## src/rtl/hls_run_sched.sv

```systemverilog
// hls_run_sched: issues a batch of back-to-back accelerator runs, times each
// one, and reports one result per started run (ok / timeout / aborted).
// Any timeout or abort ends the batch early.
module hls_run_sched #(
    parameter int          CYCLE_W = 32,
    parameter int unsigned TIMEOUT = 32'd200000000
) (
    input  logic               clock,
    input  logic               reset,
    input  logic               cmd_valid,
    output logic               cmd_ready,
    input  logic [7:0]         cmd_runs,
    input  logic               abort,
    output logic               start_port,
    input  logic               done_port,
    output logic               res_valid,
    input  logic               res_ready,
    output logic [CYCLE_W-1:0] res_cycles,
    output logic [1:0]         res_status,
    output logic [7:0]         res_index,
    output logic               busy
);

    localparam logic [1:0] IDLE   = 2'd0;
    localparam logic [1:0] START  = 2'd1;
    localparam logic [1:0] WAIT   = 2'd2;
    localparam logic [1:0] REPORT = 2'd3;

    localparam logic [1:0] ST_OK      = 2'b00;
    localparam logic [1:0] ST_TIMEOUT = 2'b01;
    localparam logic [1:0] ST_ABORT   = 2'b10;

    localparam logic [CYCLE_W-1:0] CNT_ONE   = {{(CYCLE_W-1){1'b0}}, 1'b1};
    localparam logic [CYCLE_W-1:0] CNT_MAX   = {CYCLE_W{1'b1}};
    localparam logic [CYCLE_W-1:0] TIMEOUT_C = CYCLE_W'(TIMEOUT);

    logic [1:0]         state_r;
    logic [7:0]         remaining_r;
    logic [7:0]         index_r;
    logic [CYCLE_W-1:0] count_r;
    logic               start_port_r;
    logic               cmd_ready_r;
    logic               busy_r;
    logic               res_valid_r;
    logic [CYCLE_W-1:0] res_cycles_r;
    logic [1:0]         res_status_r;
    logic [7:0]         res_index_r;

    logic [1:0]         next_s;
    logic               fin_s;
    logic [1:0]         fin_status_s;
    logic [CYCLE_W-1:0] fin_cycles_s;
    logic [CYCLE_W-1:0] cur_s;

    // Next-state and run-completion decode; cur_s is the cycle count that
    // includes the present cycle (count_r holds the count up to the previous one).
    always_comb begin
        next_s       = state_r;
        fin_s        = 1'b0;
        fin_status_s = ST_OK;
        fin_cycles_s = count_r;
        if (count_r == CNT_MAX) begin
            cur_s = CNT_MAX;
        end else begin
            cur_s = count_r + CNT_ONE;
        end
        case (state_r)
            IDLE: begin
                if (cmd_valid) begin
                    next_s = START;
                end else begin
                    next_s = IDLE;
                end
            end
            START: begin
                if (done_port) begin
                    fin_s        = 1'b1;
                    fin_status_s = ST_OK;
                    fin_cycles_s = CNT_ONE;
                end else if (abort) begin
                    fin_s        = 1'b1;
                    fin_status_s = ST_ABORT;
                    fin_cycles_s = CNT_ONE;
                end else begin
                    next_s = WAIT;
                end
            end
            WAIT: begin
                if (done_port) begin
                    fin_s        = 1'b1;
                    fin_status_s = ST_OK;
                    fin_cycles_s = cur_s;
                end else if (abort) begin
                    fin_s        = 1'b1;
                    fin_status_s = ST_ABORT;
                    fin_cycles_s = cur_s;
                end else if (cur_s >= TIMEOUT_C) begin
                    fin_s        = 1'b1;
                    fin_status_s = ST_TIMEOUT;
                    fin_cycles_s = TIMEOUT_C;
                end else begin
                    next_s = WAIT;
                end
            end
            REPORT: begin
                if (res_ready) begin
                    if ((res_status_r == ST_OK) && (remaining_r > 8'd1)) begin
                        next_s = START;
                    end else begin
                        next_s = IDLE;
                    end
                end else begin
                    next_s = REPORT;
                end
            end
            default: begin
                next_s = IDLE;
            end
        endcase
        if (fin_s) begin
            next_s = REPORT;
        end else begin
            next_s = next_s;
        end
    end

    // State, batch bookkeeping and registered outputs derived from the next state.
    always_ff @(posedge clock) begin
        if (reset) begin
            state_r      <= IDLE;
            remaining_r  <= 8'd0;
            index_r      <= 8'd0;
            count_r      <= {CYCLE_W{1'b0}};
            start_port_r <= 1'b0;
            cmd_ready_r  <= 1'b1;
            busy_r       <= 1'b0;
            res_valid_r  <= 1'b0;
            res_cycles_r <= {CYCLE_W{1'b0}};
            res_status_r <= 2'b00;
            res_index_r  <= 8'd0;
        end else begin
            state_r      <= next_s;
            start_port_r <= (next_s == START);
            cmd_ready_r  <= (next_s == IDLE);
            busy_r       <= (next_s != IDLE);
            res_valid_r  <= (next_s == REPORT);
            case (state_r)
                IDLE: begin
                    if (cmd_valid) begin
                        remaining_r <= (cmd_runs == 8'd0) ? 8'd1 : cmd_runs;
                        index_r     <= 8'd0;
                    end
                end
                START: begin
                    count_r <= CNT_ONE;
                end
                WAIT: begin
                    count_r <= cur_s;
                end
                REPORT: begin
                    if (res_ready) begin
                        remaining_r <= remaining_r - 8'd1;
                        if (next_s == START) begin
                            index_r <= index_r + 8'd1;
                        end
                    end
                end
                default: begin
                    count_r <= count_r;
                end
            endcase
            if (fin_s) begin
                res_cycles_r <= fin_cycles_s;
                res_status_r <= fin_status_s;
                res_index_r  <= index_r;
            end
        end
    end

    assign start_port = start_port_r;
    assign cmd_ready  = cmd_ready_r;
    assign busy       = busy_r;
    assign res_valid  = res_valid_r;
    assign res_cycles = res_cycles_r;
    assign res_status = res_status_r;
    assign res_index  = res_index_r;

endmodule

```

## config.mk

```make
export PLATFORM = sky130hd
export DESIGN_NAME = hls_run_sched
export DESIGN_NICKNAME = d
export VERILOG_FILES = /design/src/rtl/hls_run_sched.sv
export SDC_FILE = /design/constraint.sdc
export NUM_CORES = 1
export LEC_CHECK = 0
export ABC_AREA = 1
export CAP_MARGIN = 20
export CORE_UTILIZATION = 61
export CTS_BUF_LIST = sky130_fd_sc_hd__clkbuf_4
export DETAILED_ROUTE_END_ITERATION = 8
export PLACE_DENSITY = 0.85
export SLEW_MARGIN = 10
export SYNTH_ARGS = -nofsm -noshare
export SYNTH_HDL_FRONTEND = slang
export SYNTH_SLANG_ARGS = --single-unit
```

## constraint.sdc

```tcl
create_clock -name clock -period 3.6 [get_ports clock]
set_input_delay 0.54 -clock clock [delete_from_list [all_inputs] [get_ports clock]]
set_output_delay 0.54 -clock clock [all_outputs]
set_load 0.01 [all_outputs]
```

==> reports/summary.md, run 1 <==
The number of cell rows came out at 35. The run gives 809 as the filler cell count in the final layout. The logs give 5,811 for the via count of the first global-routing pass and 27,800 microns for the first-pass GRT wire length. The run gives 307 MHz as the maximum clock rate. STA classifies the critical path startpoint as a register. The cell count along the critical path was 20. The die is 100 microns tall. The transition time at the pin with the least slew margin was 845 ps.

After clock tree synthesis, the clock-pin slew on the worst setup and hold paths is 160 ps. Counting every net in the synthesized netlist gives 899. For the total grt overflow, the log shows 0. The initial antenna violation count is 0. Broken down by cell family, the worst path's largest delay share belongs to simple AND/OR/NAND/NOR gates. IR analysis of the VDD net gives a maximum drop of 524 uV. The total vias in the final route was 6,151.

Multi-input logic area: 3440 sq um. The met3 demand-to-capacity share in global routing was 0.0487. The capturing element type of the critical path is a register. The final layout net count came out at 949. The later pin in the worst-skew pair is clocked with a latency of 470 ps.

The tools report the cell at the root of the clock tree as sky130_fd_sc_hd__clkbuf_4. The total CTS buffers was 9. The total half-perimeter wirelength after legalization and detailed placement is 11,900 microns, and the number of different library cells in the post-synthesis netlist is 42. Power comes to 4.25 mW. The core region is 9280 sq um. For the finished layout, the period the worst path requires is 3260 ps. The tools report the worst-case hold slack as 506 ps.

The critical path contains buffers and inverters numbering 2 combined. The total power per unit cell area came out at 634 nW/um^2. Leaving out fill and tap cells, the most frequent cell in the layout is sky130_fd_sc_hd__nand2_1.

The run gives 10000 sq um as the die footprint. For this run, design rule violations remaining after detail routing come to 0. In this run the worst setup path terminates at index_r[3]. The most used cell along the critical path is sky130_fd_sc_hd__nand2_2.

The post-synthesis instance total is 876. The clock passes through at most 2 buffers. The run gives 0 as the final number of max-transition violations.

The area growth from synthesis to layout is 14.4%. TritonCTS built the clock tree. The run gives 0.602 as the global routing usage on met2.

The number of endpoints with negative hold slack in the final report is 0. In this run the critical register-to-register path is launched from count_r[0]. After synthesis the cells add up to 5860 sq um. The run gives 22.3 ps as the worst clock skew.

The tool flagged a number of max-cap violations equal to 0. For the starting utilization of the core area, the log shows 0.631. The end of the worst register-to-register path is index_r[3]. The die is 100 microns wide.

The final clock period utilization by the worst path works out to 0.906. After clock tree synthesis, the flow added hold-fix buffers numbering 0. The cell depth of the worst flop-to-flop path came out at 20. The number of detailed-route iterations in the first pass is 5. The proportion of synthesized chip area in sequential cells is 0.328, and the count of endpoints failing setup in the final report is 0. The fraction of final layout cells with drive strength greater than 1 is 0.0935, and the synthesized area per cell is 6.69 sq um. The most frequently used flop master after synthesis is sky130_fd_sc_hd__dfxtp_1. The signal on the critical path passes through ha_1 > inv_1 > nor2_4 > nand2_2 > nor2_4 > nand2_8 > nand3_1 > nand2_1 > nor2_1 > nand2_1 > nor2_2 > nand2_2 > nand3_4 > buf_4 > nand2_1 > nand2_2 > nand2_2 > nor2_4 > nand4_1 > a21oi_1.

Summed over all failing endpoints, the final setup total negative slack is 0 ps. The critical path's slowest cell is sky130_fd_sc_hd__dfxtp_1. The worst-path maximum fanout is 27. The repair_antennas step left the layout with diodes totalling 0. The worst register-to-register path has a setup slack of 340 ps.

For the worst setup path, the data arrival time is 3660 ps. The combined flip-flop and latch cell area is 1920 sq um. The post-synthesis async set-or-reset flop share came out at 0. The most critical setup path has its startpoint at count_r[0]. The instance area at placement was 6570 sq um; the via-per-instance ratio was 5.81. The number of top-level pins is 60, and the largest incremental delay on the critical path is 410 ps. The total routing resource utilization after global routing was 0.351. Setup repair after global routing left no endpoint under its margin. For the standby leakage power, the log shows 2.67 nW.

Number of enable flip-flop cells after synthesis: 0. The number of port buffers is 59. The yosys synthesis warning count came out at 0.

The post-synthesis register bit count was 96. Headroom to the max-slew limit: 0.436. CTS saw 96 sinks. Once layout is done, the placed cells without fillers occupy 6700 sq um. After detailed routing, the average wire length per cell comes to 15.9 microns. For the number of DRC markers in iteration 0, the log shows 406.

The top cell types in the final layout, fill and taps aside, are 243 x sky130_fd_sc_hd__nand2_1, 96 x sky130_fd_sc_hd__dfxtp_1, 88 x sky130_fd_sc_hd__a21oi_1, 81 x sky130_fd_sc_hd__nor2_1, 78 x sky130_fd_sc_hd__inv_1. Class of the most critical hold timing path: register to register. met2 is the most crowded layer. The flow ran to the end, and the final reports show no timing, DRC or antenna violations.

The type of the setup path with the least slack was register to register. The count of nets left with antenna violations once routing finished came out at 0. Data on the critical path is required at its endpoint by 4000 ps. The run gives 51 as the largest net degree at the start of global routing.

The tools report the met1 track utilization from global routing as 0.445. The logs give 16,900 microns for the detailed-route wire length and 1.00 for the final weighted congestion in routability-driven placement. The run gives 3 as the count of H-tree levels built during CTS.
## state kept, by name, summed over array words and instances, names as in the netlist
name,count
index_r,8
res_index,8
cmd_ready,1
busy,1
res_cycles,32
res_valid,1
start_port,1
state_r,2
remaining_r,8
count_r,32
res_status,2
## area by class of cell
| type | instances | share of cell area |
|---|---|---|
| Multi-Input combinational cell | 657 | 0.514 |
| Tap cell | 129 | 0.0241 |
| Clock inverter | 5 | 0.00616 |
| Sequential cell | 96 | 0.287 |
| Clock buffer | 10 | 0.0112 |
| Inverter | 83 | 0.0467 |
| Timing Repair Buffer | 79 | 0.111 |
## worst min-delay path, stage by stage, from the launching register on
cell and delay [ps]:
sky130_fd_sc_hd__dfxtp_1 340, sky130_fd_sc_hd__nor2_1 90, sky130_fd_sc_hd__nor2_1 50
## logic make-up (layout without fill, tap and decap cells)
family          count (synthesis)  count (layout)  synth area share
buf+inv                       123             177            0.0859
compound gates                205             205             0.211
simple gates                  429             429             0.335
xor+xnor                       14              14            0.0209
fa+ha+maj                       9               9            0.0192
flops                          96              96             0.328
## metal layers
layer / share of wire / up-vias
li1: - / 2997
met1: 0.42 / 2820
met2: 0.47 / 290
met3: 0.078 / 44
met4: 0.025 / 0
met5: 0 / -
## synth_stat cells (8+ instances only)
library cell               count  area (sq um)
sky130_fd_sc_hd__clkbuf_1     26          97.6
sky130_fd_sc_hd__inv_1        78           293
sky130_fd_sc_hd__nand4_1      10          62.6
sky130_fd_sc_hd__o21ai_0      56           280
sky130_fd_sc_hd__dfxtp_1      96          1920
sky130_fd_sc_hd__nand2_1     243           912
sky130_fd_sc_hd__xor2_1       10          87.6
sky130_fd_sc_hd__o211ai_1     22           165
sky130_fd_sc_hd__nor2_2        8          50.1
sky130_fd_sc_hd__nor2_1       82           308
sky130_fd_sc_hd__nand3_1      36           180
sky130_fd_sc_hd__nand2_2       9          56.3
sky130_fd_sc_hd__o221ai_1     11          96.3
sky130_fd_sc_hd__ha_1          9           113
sky130_fd_sc_hd__nand3b_1     10          75.1
sky130_fd_sc_hd__a21oi_1      88           440
## repair_timing
item,4_1_cts,5_1_grt
endpoints found under the hold margin,0,0
setup buffers,0,0
resized for setup,0,3
setup endpoints to repair,0,17
## stage by stage
step	util	setup slack, ps	cells
global route	0.722	33.3	1059
finish	0.722	339	1059
floorplan	-	1120	876
CTS	0.720	199	1059
detailed placement	0.708	253	1044
global placement	0.708	429	1044
## where the power goes
part / switching, mW / internal [mW] / total (mW)
clock network: 0.400 / 0.152 / 0.552
registers: 0.180 / 1.35 / 1.53
logic: 1.30 / 0.871 / 2.17
total: 1.88 / 2.37 / 4.25
## worst min-delay path by stage
stage	end	cells after the start	slack [ps]	start
global placement	res_index[4]	2	480	res_index[4]
global route	res_index[4]	2	520	res_index[4]
CTS	res_index[6]	2	510	res_index[6]
finish	res_index[6]	2	510	res_index[6]
detailed placement	res_index[6]	2	480	res_index[6]
floorplan	remaining_r[3]	2	470	remaining_r[3]
Power figures use the tool's default switching activity.
==> inputs of run 2 (changes only) <==
--- a/config.mk
+++ b/config.mk
@@ -7,10 +7,10 @@
 export LEC_CHECK = 0
 export ABC_AREA = 1
 export CAP_MARGIN = 20
-export CORE_UTILIZATION = 61
+export CORE_UTILIZATION = 55
 export CTS_BUF_LIST = sky130_fd_sc_hd__clkbuf_4
 export DETAILED_ROUTE_END_ITERATION = 8
-export PLACE_DENSITY = 0.85
+export PLACE_DENSITY = 0.78
 export SLEW_MARGIN = 10
 export SYNTH_ARGS = -nofsm -noshare
 export SYNTH_HDL_FRONTEND = slang
==> run 2 against run 1 <==
Final cell count increased by 0.57%. Total power increased by 3.8%. Sequential power about the same. Largest power group unchanged. Critical path depth unchanged. Clock power increased by 23%. Sequential share of layout area decreased by 0.20 points. Clock-buffer cell count unchanged. Flip-flop and latch count unchanged. Die area increased by 11%. Fmax decreased by 1.6%. Critical path type unchanged. Largest cell class unchanged. Wire length increased by 2.0%.
==> reports/summary.md, run 2 (same netlist as run 1, synthesis figures left out) <==
The flow ran to the end, and the final reports show no timing, DRC or antenna violations. The top cell types in the final layout, fill and taps aside, are 243 x sky130_fd_sc_hd__nand2_1, 96 x sky130_fd_sc_hd__dfxtp_1, 88 x sky130_fd_sc_hd__a21oi_1, 81 x sky130_fd_sc_hd__nor2_1, 78 x sky130_fd_sc_hd__inv_1. The path class of the tightest hold or removal check is register to register. The multi-input logic area is 3440 sq um (-0.25%), and the signed area change from the synthesized netlist to the final layout is 15.2%. The transition time at the pin with the least slew margin is 782 ps (-62.7 ps), and the initial antenna violation count is 0 (unchanged). The most common cell after layout, fill and taps aside is sky130_fd_sc_hd__nand2_1. The total power per unit cell area is 654 nW/um^2 (+3.1%).

The count of inserted antenna diode cells came out at 0 (unchanged). Final number of max-transition violations: 0 (unchanged). The worst setup path is launched from a register. The logs give 0 (unchanged) for the DRC violations left and 0 (unchanged) for the post-route antenna net violation count. The run gives 4040 ps (+40 ps) as the endpoint required time on the critical path. The worst-skew pair later-pin latency is 520 ps (+50 ps), and the final clock period utilization by the worst path is 0.920 (+0.0144).

The tools report the worst-case hold slack as 502 ps (-3.87 ps). The tools report the quantity of hold-fixing buffers added after cts as 0 (unchanged). Worst clock skew: 22.0 ps (-0.363 ps).

The tools report the die footprint as 11,100 sq um (+11%). The width of the die was 105 microns (+5.2%). TritonCTS built the clock tree. Worst-path maximum fanout: 27 (unchanged). The maximum clock rate is 302 MHz (-1.6%), and the final weighted congestion in routability-driven placement is 0.939 (-6.2%). The routed wire length per instance is 16.1 microns (+1.4%). The total vias in the final route is 6,045 (-1.7%), and the number of sinks handled by clock tree synthesis is 96 (unchanged). The number of cell rows is 37 (+5.7%). The combined flip-flop and latch cell area is 1920 sq um (unchanged), and the worst setup slack for register-to-register paths is 290 ps (-50 ps).

The number of DRC markers in iteration 0 was 457 (+13%); the fraction of final layout cells with drive strength greater than 1 was 0.0915 (-0.00205). The tools report the beginning of the critical path as count_r[1]. The logs give 5 (unchanged) for the number of detailed-route iterations in the first pass and 9 (unchanged) for the total CTS buffers. Filler cell count in the final layout: 923 (+14%). The startpoint identified for the worst hold timing path is res_index[5]. The via-per-instance ratio is 5.68 (-2.3%), and the number of max-cap violations is 0 (unchanged). Startpoint of the most critical register-to-register path: count_r[1].

The run gives 0 ps (unchanged) as the total negative slack. The tools report the count of H-tree levels built during CTS as 3 (unchanged). The logs give 509 uV (-2.8%) for the maximum VDD drop and 10,300 sq um (+11%) for the standard cell core area. The tools report the clock tree buffer depth as 2 (unchanged). The data arrival time of the worst path was 3750 ps (+90 ps); the number of port buffers was 59 (unchanged). Number of buffers inserted to repair setup after CTS: 0 (unchanged). The logs give 5,787 (-0.41%) for the via count of the first global-routing pass and 2.71 nW (+1.5%) for the standby leakage power. Detailed-route wire length: 17,200 microns (+2.0%).

The total instance count after detailed placement is 1,049 (+0.48%). The type of the setup path with the least slack is register to register. The largest net degree at the start of global routing was 51 (unchanged). The starting utilization of the core area came out at 0.567 (-0.0636). The number of endpoints with negative hold slack in the final report is 0 (unchanged). The run gives 28,200 microns (+1.1%) as the first-pass GRT wire length. For the total grt overflow, the log shows 0 (unchanged). Die boundary height: 105 microns (+5.2%). Setup repair after global routing left no endpoint under its margin. The total half-perimeter wirelength after legalization and detailed placement is 12,100 microns (+1.7%).

The tools report the overall power after layout as 4.41 mW (+3.8%). The capturing element type of the critical path is a register. The final layout net count was 947 (-0.21%).

The post-layout minimum cycle time works out to 3310 ps (+51.7 ps). The non-filler instance count after layout is 1,065 (+0.57%). The cell sitting at the root of the clock tree is a sky130_fd_sc_hd__clkbuf_4.

The clock input transition at the sequential cells of the worst setup and hold paths is 160 ps (about the same), and the total routing resource utilization after global routing is 0.322 (-0.0291). The headroom to the max-slew limit is 0.478 (+0.0418), and the number of top-level pins is 60 (unchanged). The run gives 0 (unchanged) as the number of resized instances in the post-cts repair step. Count of endpoints failing setup in the final report: 0 (unchanged).
-- run 2: worst paths after layout --
path                                     end  cells past startpoint
worst max-delay path              index_r[5]                     20
worst max register to register    index_r[5]                     20
worst min-delay path            res_index[5]                      2
worst min register to register  res_index[5]                      2
-- run 2: final cells by class --
cell class                 instances  share of cell area
clock buffer                      10              0.0111
clock inverter                     6              0.0122
inverter                          83              0.0462
multi-input combinational        657               0.509
sequential                        96               0.285
tap                              136              0.0252
timing repair buffer              77               0.111
-- run 2: metal layers --
metal,track usage,routed length [microns]
met5,0,0
met1,0.390,7320
met2,0.550,8230
met4,0.141,486
met3,0.0630,1150
-- run 2: worst max-delay path, stage by stage, from the launching register on --
cell	delay, ps
sky130_fd_sc_hd__dfxtp_1	420
sky130_fd_sc_hd__ha_1	230
sky130_fd_sc_hd__inv_1	100
sky130_fd_sc_hd__nor2_4	170
sky130_fd_sc_hd__nand2_2	130
sky130_fd_sc_hd__nor2_4	160
sky130_fd_sc_hd__nand2_4	240
sky130_fd_sc_hd__inv_2	230
sky130_fd_sc_hd__nor2_1	80
sky130_fd_sc_hd__nor2_1	140
sky130_fd_sc_hd__nand2_1	80
sky130_fd_sc_hd__nor2_2	100
sky130_fd_sc_hd__nand2_2	90
sky130_fd_sc_hd__nand3_4	170
sky130_fd_sc_hd__buf_4	200
sky130_fd_sc_hd__nand2_1	70
sky130_fd_sc_hd__nand2_2	100
sky130_fd_sc_hd__nand2_2	80
sky130_fd_sc_hd__nor2_4	150
sky130_fd_sc_hd__nand4_1	110
sky130_fd_sc_hd__a21oi_1	170
-- run 2: power breakdown --
part           leakage [nW]  switching, mW  internal [mW]
registers             0.783          0.176           1.35
logic                  1.84           1.32          0.892
clock network        0.0882          0.392          0.287
-- run 2: per-stage QoR --
| stage | worst slack [ps] | utilization | instance area, sq um |
|---|---|---|---|
| floorplan | 1120 | - | 5860 |
| global placement | 526 | 0.638 | 6590 |
| detailed placement | 358 | 0.638 | 6590 |
| CTS | 305 | 0.654 | 6750 |
| global route | 36.9 | 0.654 | 6750 |
| finish | 288 | 0.654 | 6750 |
==> inputs of run 3 (changes only) <==
--- a/config.mk
+++ b/config.mk
@@ -10,6 +10,7 @@
 export CORE_UTILIZATION = 55
 export CTS_BUF_LIST = sky130_fd_sc_hd__clkbuf_4
 export DETAILED_ROUTE_END_ITERATION = 8
+export HOLD_SLACK_MARGIN = 0.05
 export PLACE_DENSITY = 0.78
 export SLEW_MARGIN = 10
 export SYNTH_ARGS = -nofsm -noshare
==> results of run 3 <==
Same layout as run 2: the final DEF is identical, and so are final timing and power.
